===== src/rtl/luma_stats_pkg.sv =====
// luma_stats_pkg
// Shared types and helpers for the luma statistics block and the blocks
// that consume its report (e.g. the sync controller).
//   state_t        : frame tracker state (IDLE / ACCUM)
//   sum_t          : default-width luma sum (32 bits); modules size their
//                    own ports from their SUM_WIDTH parameter
//   min_sum_width  : smallest accumulator width that cannot overflow for a
//                    given pixel depth and frame geometry
package luma_stats_pkg;

  localparam int SUM_WIDTH_DEFAULT = 32;

  typedef enum logic {
    IDLE  = 1'b0,
    ACCUM = 1'b1
  } state_t;

  typedef logic [SUM_WIDTH_DEFAULT-1:0] sum_t;

  // Worst case sum is (2^color_w - 1) * h * v, which fits in
  // color_w + clog2(h * v) bits.
  function automatic int min_sum_width(input int color_w, input int h, input int v);
    return color_w + $clog2(h * v);
  endfunction

endpackage


===== src/rtl/luma_frame_stats_abs_diff_gt.sv =====
// abs_diff_gt
// Combinational unsigned magnitude comparison: gt = (|a - b| > thr).
// Ports:
//   a, b  in  WIDTH  unsigned operands
//   thr   in  WIDTH  threshold (strict greater-than)
//   gt    out 1      comparison result
module abs_diff_gt #(
  parameter int WIDTH = 32
) (
  input  logic [WIDTH-1:0] a,
  input  logic [WIDTH-1:0] b,
  input  logic [WIDTH-1:0] thr,
  output logic             gt
);

  logic [WIDTH-1:0] diff;

  // Subtract the smaller from the larger so the difference never wraps.
  always_comb begin
    diff = (a >= b) ? (a - b) : (b - a);
    gt   = (diff > thr);
  end

endmodule


===== src/rtl/luma_frame_stats.sv =====
// luma_frame_stats
// Per-frame luma statistics on the greyscale pixel stream. Accumulates the
// frame luma sum, checks line/frame geometry and flags scene cuts against
// the previous good frame. Emits one registered report per frame.
// Ports:
//   clk, aresetn      clock, asynchronous active-low reset
//   enable            sampled at start of frame; 0 ignores that frame
//   video_in_tdata    grey pixel, lane [COLOR_WIDTH-1:0] used
//   video_in_tvalid   beat valid (always accepted, no backpressure)
//   video_in_tuser    start of frame
//   video_in_tlast    end of line
//   cut_threshold     scene-cut threshold on |sum - prev_sum|
//   frame_sum         sum of last reported frame (held between reports)
//   stats_valid       one-cycle report pulse
//   scene_cut         cut flag, qualified by stats_valid
//   frame_err         one-cycle pulse on malformed / truncated frame
//   frame_count       number of good frames reported (wraps)
module luma_frame_stats
  import luma_stats_pkg::*;
#(
  parameter int COLOR_WIDTH = 8,
  parameter int H_ACTIVE    = 1280,
  parameter int V_ACTIVE    = 720,
  parameter int SUM_WIDTH   = 32,
  parameter int FCNT_WIDTH  = 16
) (
  input  logic                     clk,
  input  logic                     aresetn,
  input  logic                     enable,
  input  logic [3*COLOR_WIDTH-1:0] video_in_tdata,
  input  logic                     video_in_tvalid,
  input  logic                     video_in_tuser,
  input  logic                     video_in_tlast,
  input  logic [SUM_WIDTH-1:0]     cut_threshold,
  output logic [SUM_WIDTH-1:0]     frame_sum,
  output logic                     stats_valid,
  output logic                     scene_cut,
  output logic                     frame_err,
  output logic [FCNT_WIDTH-1:0]    frame_count
);

  if (SUM_WIDTH < min_sum_width(COLOR_WIDTH, H_ACTIVE, V_ACTIVE)) begin : g_width_check
    $error("luma_frame_stats: SUM_WIDTH too small for frame geometry");
  end

  localparam int PX_W = $clog2(H_ACTIVE + 1);
  localparam int LN_W = (V_ACTIVE > 1) ? $clog2(V_ACTIVE) : 1;
  localparam logic [PX_W-1:0] PX_FULL = PX_W'(H_ACTIVE);
  localparam logic [LN_W-1:0] LN_LAST = LN_W'(V_ACTIVE - 1);

  state_t                 state_reg, state_next;
  logic [SUM_WIDTH-1:0]   sum_reg, sum_next;
  logic [PX_W-1:0]        px_cnt_reg, px_cnt_next;
  logic [LN_W-1:0]        line_cnt_reg, line_cnt_next;
  logic                   bad_reg, bad_next;
  logic [SUM_WIDTH-1:0]   prev_sum_reg, prev_sum_next;
  logic                   have_prev_reg, have_prev_next;
  logic [SUM_WIDTH-1:0]   frame_sum_reg, frame_sum_next;
  logic                   stats_valid_reg, stats_valid_next;
  logic                   scene_cut_reg, scene_cut_next;
  logic                   frame_err_reg, frame_err_next;
  logic [FCNT_WIDTH-1:0]  frame_count_reg, frame_count_next;

  // Lanes are identical after the greyscale filter; only lane 0 is needed.
  logic                   unused_lanes;
  assign unused_lanes = ^video_in_tdata[3*COLOR_WIDTH-1:COLOR_WIDTH];

  logic                   start_frame, early_sof, accept, close_frame;
  logic [SUM_WIDTH-1:0]   pix_ext, base_sum, sum_acc;
  logic [PX_W-1:0]        base_px, px_inc;
  logic [LN_W-1:0]        base_line;
  logic                   base_bad, line_full, bad_acc;
  logic                   cut_gt;

  // Compares the sum including the current beat, so the cut decision is
  // ready to register on the closing beat itself.
  abs_diff_gt #(
    .WIDTH (SUM_WIDTH)
  ) u_cut_cmp (
    .a   (sum_acc),
    .b   (prev_sum_reg),
    .thr (cut_threshold),
    .gt  (cut_gt)
  );

  always_ff @(posedge clk or negedge aresetn) begin
    if (!aresetn) begin
      state_reg       <= IDLE;
      sum_reg         <= '0;
      px_cnt_reg      <= '0;
      line_cnt_reg    <= '0;
      bad_reg         <= 1'b0;
      prev_sum_reg    <= '0;
      have_prev_reg   <= 1'b0;
      frame_sum_reg   <= '0;
      stats_valid_reg <= 1'b0;
      scene_cut_reg   <= 1'b0;
      frame_err_reg   <= 1'b0;
      frame_count_reg <= '0;
    end else begin
      state_reg       <= state_next;
      sum_reg         <= sum_next;
      px_cnt_reg      <= px_cnt_next;
      line_cnt_reg    <= line_cnt_next;
      bad_reg         <= bad_next;
      prev_sum_reg    <= prev_sum_next;
      have_prev_reg   <= have_prev_next;
      frame_sum_reg   <= frame_sum_next;
      stats_valid_reg <= stats_valid_next;
      scene_cut_reg   <= scene_cut_next;
      frame_err_reg   <= frame_err_next;
      frame_count_reg <= frame_count_next;
    end
  end

  always_comb begin
    state_next       = state_reg;
    sum_next         = sum_reg;
    px_cnt_next      = px_cnt_reg;
    line_cnt_next    = line_cnt_reg;
    bad_next         = bad_reg;
    prev_sum_next    = prev_sum_reg;
    have_prev_next   = have_prev_reg;
    frame_sum_next   = frame_sum_reg;
    stats_valid_next = 1'b0;
    scene_cut_next   = 1'b0;
    frame_err_next   = 1'b0;
    frame_count_next = frame_count_reg;

    start_frame = video_in_tvalid & video_in_tuser & enable;
    early_sof   = video_in_tvalid & video_in_tuser & (state_reg == ACCUM);
    accept      = start_frame |
                  (video_in_tvalid & ~video_in_tuser & (state_reg == ACCUM));

    // A start-of-frame beat is processed as the first beat of an empty
    // frame, so SOF+EOL on one beat naturally forms a 1-pixel line.
    base_sum  = start_frame ? '0   : sum_reg;
    base_px   = start_frame ? '0   : px_cnt_reg;
    base_line = start_frame ? '0   : line_cnt_reg;
    base_bad  = start_frame ? 1'b0 : bad_reg;

    pix_ext   = SUM_WIDTH'(video_in_tdata[COLOR_WIDTH-1:0]);
    sum_acc   = base_sum + pix_ext;
    px_inc    = (base_px == PX_FULL) ? base_px : base_px + PX_W'(1);
    line_full = (px_inc == PX_FULL);
    // Short line: tlast before H_ACTIVE. Overrun: H_ACTIVE reached without tlast.
    bad_acc   = base_bad | (video_in_tlast ? ~line_full : line_full);
    close_frame = accept & video_in_tlast & (base_line == LN_LAST);

    if (accept) begin
      state_next = ACCUM;
      sum_next   = sum_acc;
      bad_next   = bad_acc;
      if (video_in_tlast) begin
        px_cnt_next   = '0;
        line_cnt_next = base_line + LN_W'(1);
      end else begin
        px_cnt_next   = px_inc;
        line_cnt_next = base_line;
      end
    end

    if (early_sof) begin
      frame_err_next = 1'b1;
      if (!enable) begin
        state_next = IDLE;
      end
    end

    if (close_frame) begin
      state_next       = IDLE;
      stats_valid_next = 1'b1;
      frame_sum_next   = sum_acc;
      if (bad_acc) begin
        frame_err_next = 1'b1;
      end else begin
        scene_cut_next   = have_prev_reg & cut_gt;
        prev_sum_next    = sum_acc;
        have_prev_next   = 1'b1;
        frame_count_next = frame_count_reg + FCNT_WIDTH'(1);
      end
    end
  end

  assign frame_sum   = frame_sum_reg;
  assign stats_valid = stats_valid_reg;
  assign scene_cut   = scene_cut_reg;
  assign frame_err   = frame_err_reg;
  assign frame_count = frame_count_reg;

endmodule


===== config.mk =====
export PLATFORM = sky130hd
export DESIGN_NAME = luma_frame_stats
export DESIGN_NICKNAME = d
export VERILOG_FILES = /design/src/rtl/luma_stats_pkg.sv /design/src/rtl/luma_frame_stats_abs_diff_gt.sv /design/src/rtl/luma_frame_stats.sv
export SDC_FILE = /design/constraint.sdc
export NUM_CORES = 1
export LEC_CHECK = 0
export BUFFER_PORTS_ARGS = -buffer_cell sky130_fd_sc_hd__buf_2
export CORE_AREA = 2 2 160 162
export CTS_BUF_LIST = sky130_fd_sc_hd__clkbuf_16
export DETAILED_ROUTE_END_ITERATION = 16
export DIE_AREA = 0 0 162 164
export HOLD_SLACK_MARGIN = 0.12
export SLEW_MARGIN = 20
export SYNTH_ARGS = -nofsm -noshare
export SYNTH_HDL_FRONTEND = slang
export SYNTH_SLANG_ARGS = --single-unit

===== constraint.sdc =====
create_clock -name clk -period 15.45 [get_ports clk]
set_clock_uncertainty 0.05 [all_clocks]
set_input_delay 1.545 -clock clk [delete_from_list [all_inputs] [get_ports clk]]
set_output_delay 1.545 -clock clk [all_outputs]
set_load 0.03 [all_outputs]

==> results by stage <==
Run status:
- The flow ran to the end, and the final reports show no timing, DRC or antenna violations.

Layout:
- The final layout net count is 1604.
- The antenna cell count is 0.
- Compared with the post-synthesis result, the final layout area differs by 11.4%.
- Once layout is done, the placed cells without fillers occupy 0.0124 mm².
- The ratio of cells with drive above 1 in the final layout is 0.114.
- The number of standard cells in the final layout excluding fillers is 1774.
- The utilization after layout is 0.498.

Power:
- The analysis attributes to net switching a power of 806 µW.
- The switching power as a share of total power is 0.443.
- The register share of total power is 0.223.
- Of the total power, the clock network draws 0.218.
- The share of total power dissipated in combinational logic is 0.558.
- The leakage power figure is 5.91 nW.
- In this run the power density over the cells is 147 mW/mm².
- The worst IR drop on VDD is 0.0707 mV.
- The internal power contribution is 1.01 mW.

Yosys:
- After synthesis, the mean cell area works out to 8.07 µm².
- Of the total synthesized cell area, the portion taken by AND, OR, NAND and NOR gates is 0.194.
- Of the post-synthesis cell area, the part taken by muxes is 0.0192.
- The register area share after synthesis is 0.314.
- The synthesized design spends more area on one cell type than any other, namely sky130_fd_sc_hd__dfrtp_1.
- The XOR/XNOR share of the synthesized area is 0.0585.
- The complex-gate fraction of the synthesized area is 0.220.
- The post-synthesis async set-or-reset flop share is 1.00.
- Yosys instantiated no cell more often than sky130_fd_sc_hd__nand2_1.
- The number of register bits inferred by synthesis is 139.
- By count the netlist is led by 175 x sky130_fd_sc_hd__nand2_1, 139 x sky130_fd_sc_hd__dfrtp_1, 130 x sky130_fd_sc_hd__o21ai_0, 119 x sky130_fd_sc_hd__inv_1.
- The net count of the mapped netlist is 1547.
- Of the total synthesized cell area, the portion taken by full adders, half adders and majority gates is 0.127.
- The number of enable-type register cells in the synthesized netlist is 0.
- By area, the combinational part of the netlist is dominated by compound AO/OA/AOI/OAI gates.
- The post-synthesis instance area is 0.0111 mm².
- Sorting the synthesized cells by area gives the leading types as sky130_fd_sc_hd__dfrtp_1 31%, sky130_fd_sc_hd__ha_1 12%, sky130_fd_sc_hd__nand2_1 5.9%, sky130_fd_sc_hd__o21ai_0 5.9%, sky130_fd_sc_hd__a21oi_1 4.9%.
- The area fraction of the dominant cell type after synthesis is 0.314.
- The number of different library cells used by synthesis comes to 80.
- Among all flip-flop cells after synthesis, the most frequent one is sky130_fd_sc_hd__dfrtp_1.
- The number of warning messages in the yosys log is 0.
- Synthesis produced a netlist whose cell count is 1374.

Timing:
- For the pin with the worst max-slew slack, the measured transition is 0.850 ns.
- The share of the cycle needed by the critical path after routing is 0.552.
- Setup violations remaining at the end of the flow were counted as 0.
- The number of slew-limit violations in the final report is 0.
- The maximum frequency from static timing analysis is 117 MHz.
- Setup repair after global routing left no endpoint under its margin.
- The tightest slew margin relative to the limit is 0.419.
- The worst path in the final design needs a cycle of 8.53 ns, including I/O delays and setup.
- The final-layout setup total negative slack is 0 ns.
- The number of hold violations in the final report is 0.

Worst setup path:
- The largest single stage delay on the critical path is 0.52 ns.
- At the worst endpoint, the required time is 15.71 ns.
- The data arrival time of the critical path is 8.79 ns.
- The launching element of the worst setup path is video_in_tuser.
- The terminus of the critical flop-to-flop path is scene_cut.
- The number of cells on the worst reg-to-reg path is 26.
- The number of gates on the worst path with buffers counted is 32.
- Along the worst path, the maximum fanout reaches 36.
- The critical path ends at scene_cut.
- Counting both buffers and inverters, the worst setup path holds a total of 4.
- The family with the most delay on the worst path is compound AO/OA/AOI/OAI gates.
- The worst register-to-register path begins at sum_reg[9].
- Setup slack on the worst reg-to-reg path comes out at 8.15 ns.
- The worst setup path is captured at a flip-flop.
- The critical path startpoint category is a primary input.
- The type of the worst setup path is primary input to flip-flop.
- The cell with the largest stage delay on the worst path is sky130_fd_sc_hd__ha_1.

Clocking:
- The number of CTS-inserted buffers is 17.
- In this run the number of H-tree levels came out at 4.
- The maximum clock insertion buffer count is 2.
- Hold repair after CTS inserted 0 buffers.
- The root buffer cell chosen for the clock tree is sky130_fd_sc_hd__clkbuf_16.
- The number of setup buffers added after CTS is 0.
- The TritonCTS clock tree is built.
- The later pin in the worst-skew pair is clocked with a latency of 0.43 ns.
- After clock tree synthesis, the clock-pin slew on the worst setup and hold paths is 0.07 ns.
- The number of gates resized after CTS was 0.
- The number of sinks handled by clock tree synthesis is 139.

Place:
- In this run the cell area measured after placement is 0.0118 mm².
- The count of buffers from port buffering is 96.
- The number of placed instances, taps included, is 1741.
- Detailed placement ended at an HPWL of 21700 µm.
- The final estimated routing congestion in global placement is 0.918.

Routing:
- In the final routed layout, each cell accounts on average for 16.0 µm.
- In this run the remaining antenna-violating nets after routing total 0.
- The initial DRC count is 486.
- The routed design has 28400 µm of wire.
- For this run, design rule violations remaining after detail routing come to 0.
- The number of optimization iterations in the first detailed-route pass is 4.
- The routed layout has 9613 vias.
- The via count normalized by instance count is 5.42.

Hold path:
- The path class of the lowest-slack min-delay path is flip-flop to flip-flop.

Die:
- The starting density of the core is 0.447.
- During I/O placement, the number of pins put on the boundary was 113.
- The area of the die is 0.0266 mm².
- Measured along the x axis, the die boundary spans 162 µm.
- Measured along the y axis, the die boundary spans 164 µm.
- The total number of placement rows is 58.
- The core region area is 0.0248 mm².

Global route:
- The residual overflow from global routing is 0.
- The number of antenna violations at the first check in global routing is 0.
- For this run, the total global-route usage over all layers was measured as 0.220.
- Entering global routing, the biggest net connects 77 pins.
- The wire length of the first global-routing pass is 47100 µm.
- The number of global-route vias before repair is 9289.

Flow run:
- The number of max-capacitance violations reported is 0.
through the flow:
step                total power, mW  hold WS [ns]  worst slack (ns)
finish                         1.82         0.397              6.92
global route                   1.98         0.425              6.44
CTS                            1.82         0.399              7.00
detailed placement             1.42         0.382              6.54
global placement               1.40         0.373              6.68
floorplan                      1.19         0.364              6.93
layout by cell type, fill, tap and decap left out, drive strengths merged, types with 34 or more instances in the layout:
cell type  count
xnor2         47
nand4         34
dfrtp        139
ha           108
inv          127
nor2          79
buf          105
o21ai        160
a21oi        108
nand2        178
kinds of logic after synthesis:
logic type,Yosys count
and+or+nand+nor,441
AOI/OAI and AO/OA,403
buffers and inverters,186
DFF,139
adders and majority gates,111
xor gates and xnor gates,74
muxes,20
power groups by stage:
stage / clock, mW / sequential (mW) / combinational, mW
6_report: 0.397 / 0.406 / 1.02
5_1_grt: 0.422 / 0.409 / 1.14
4_1_cts: 0.406 / 0.405 / 1.01
3_5_place_dp: 0 / 0.412 / 1.01
3_3_place_gp: 0 / 0.412 / 0.989
2_1_floorplan: 0 / 0.405 / 0.782
worst min-delay path by stage:
| stage | startpoint | to | slack, ns | cells past startpoint |
|---|---|---|---|---|
| after global routing | have_prev_reg | have_prev_reg | 0.43 | 2 |
| after global placement | have_prev_reg | have_prev_reg | 0.37 | 2 |
| after detailed placement | have_prev_reg | have_prev_reg | 0.38 | 2 |
| final | have_prev_reg | have_prev_reg | 0.40 | 2 |
| after floorplan | have_prev_reg | have_prev_reg | 0.36 | 2 |
| after CTS | have_prev_reg | have_prev_reg | 0.40 | 2 |
per-layer routing:
metal / up-vias / routed length [µm] / part of all wire / global-route usage
met4: 0 / 473 / 0.017 / 0.0607
li1: 4927 / - / - / -
met3: 32 / 1050 / 0.037 / 0.0313
met5: - / 0 / 0 / 0
met2: 200 / 12600 / 0.45 / 0.347
met1: 4454 / 14200 / 0.50 / 0.315
cell type report:
cell class	count	area (µm²)
timing repair buffer	105	567
multi-input combinational	1049	6880
fill	2468	12500
inverter	119	447
clock inverter	15	151
clock buffer	17	425
tap	330	413
sequential	139	3480
worst min-delay path, stage by stage (launching register included):
cell,delay (ns)
sky130_fd_sc_hd__dfrtp_1,0.32
sky130_fd_sc_hd__inv_1,0.05
sky130_fd_sc_hd__nand2_1,0.05
Power figures use the tool's default switching activity.
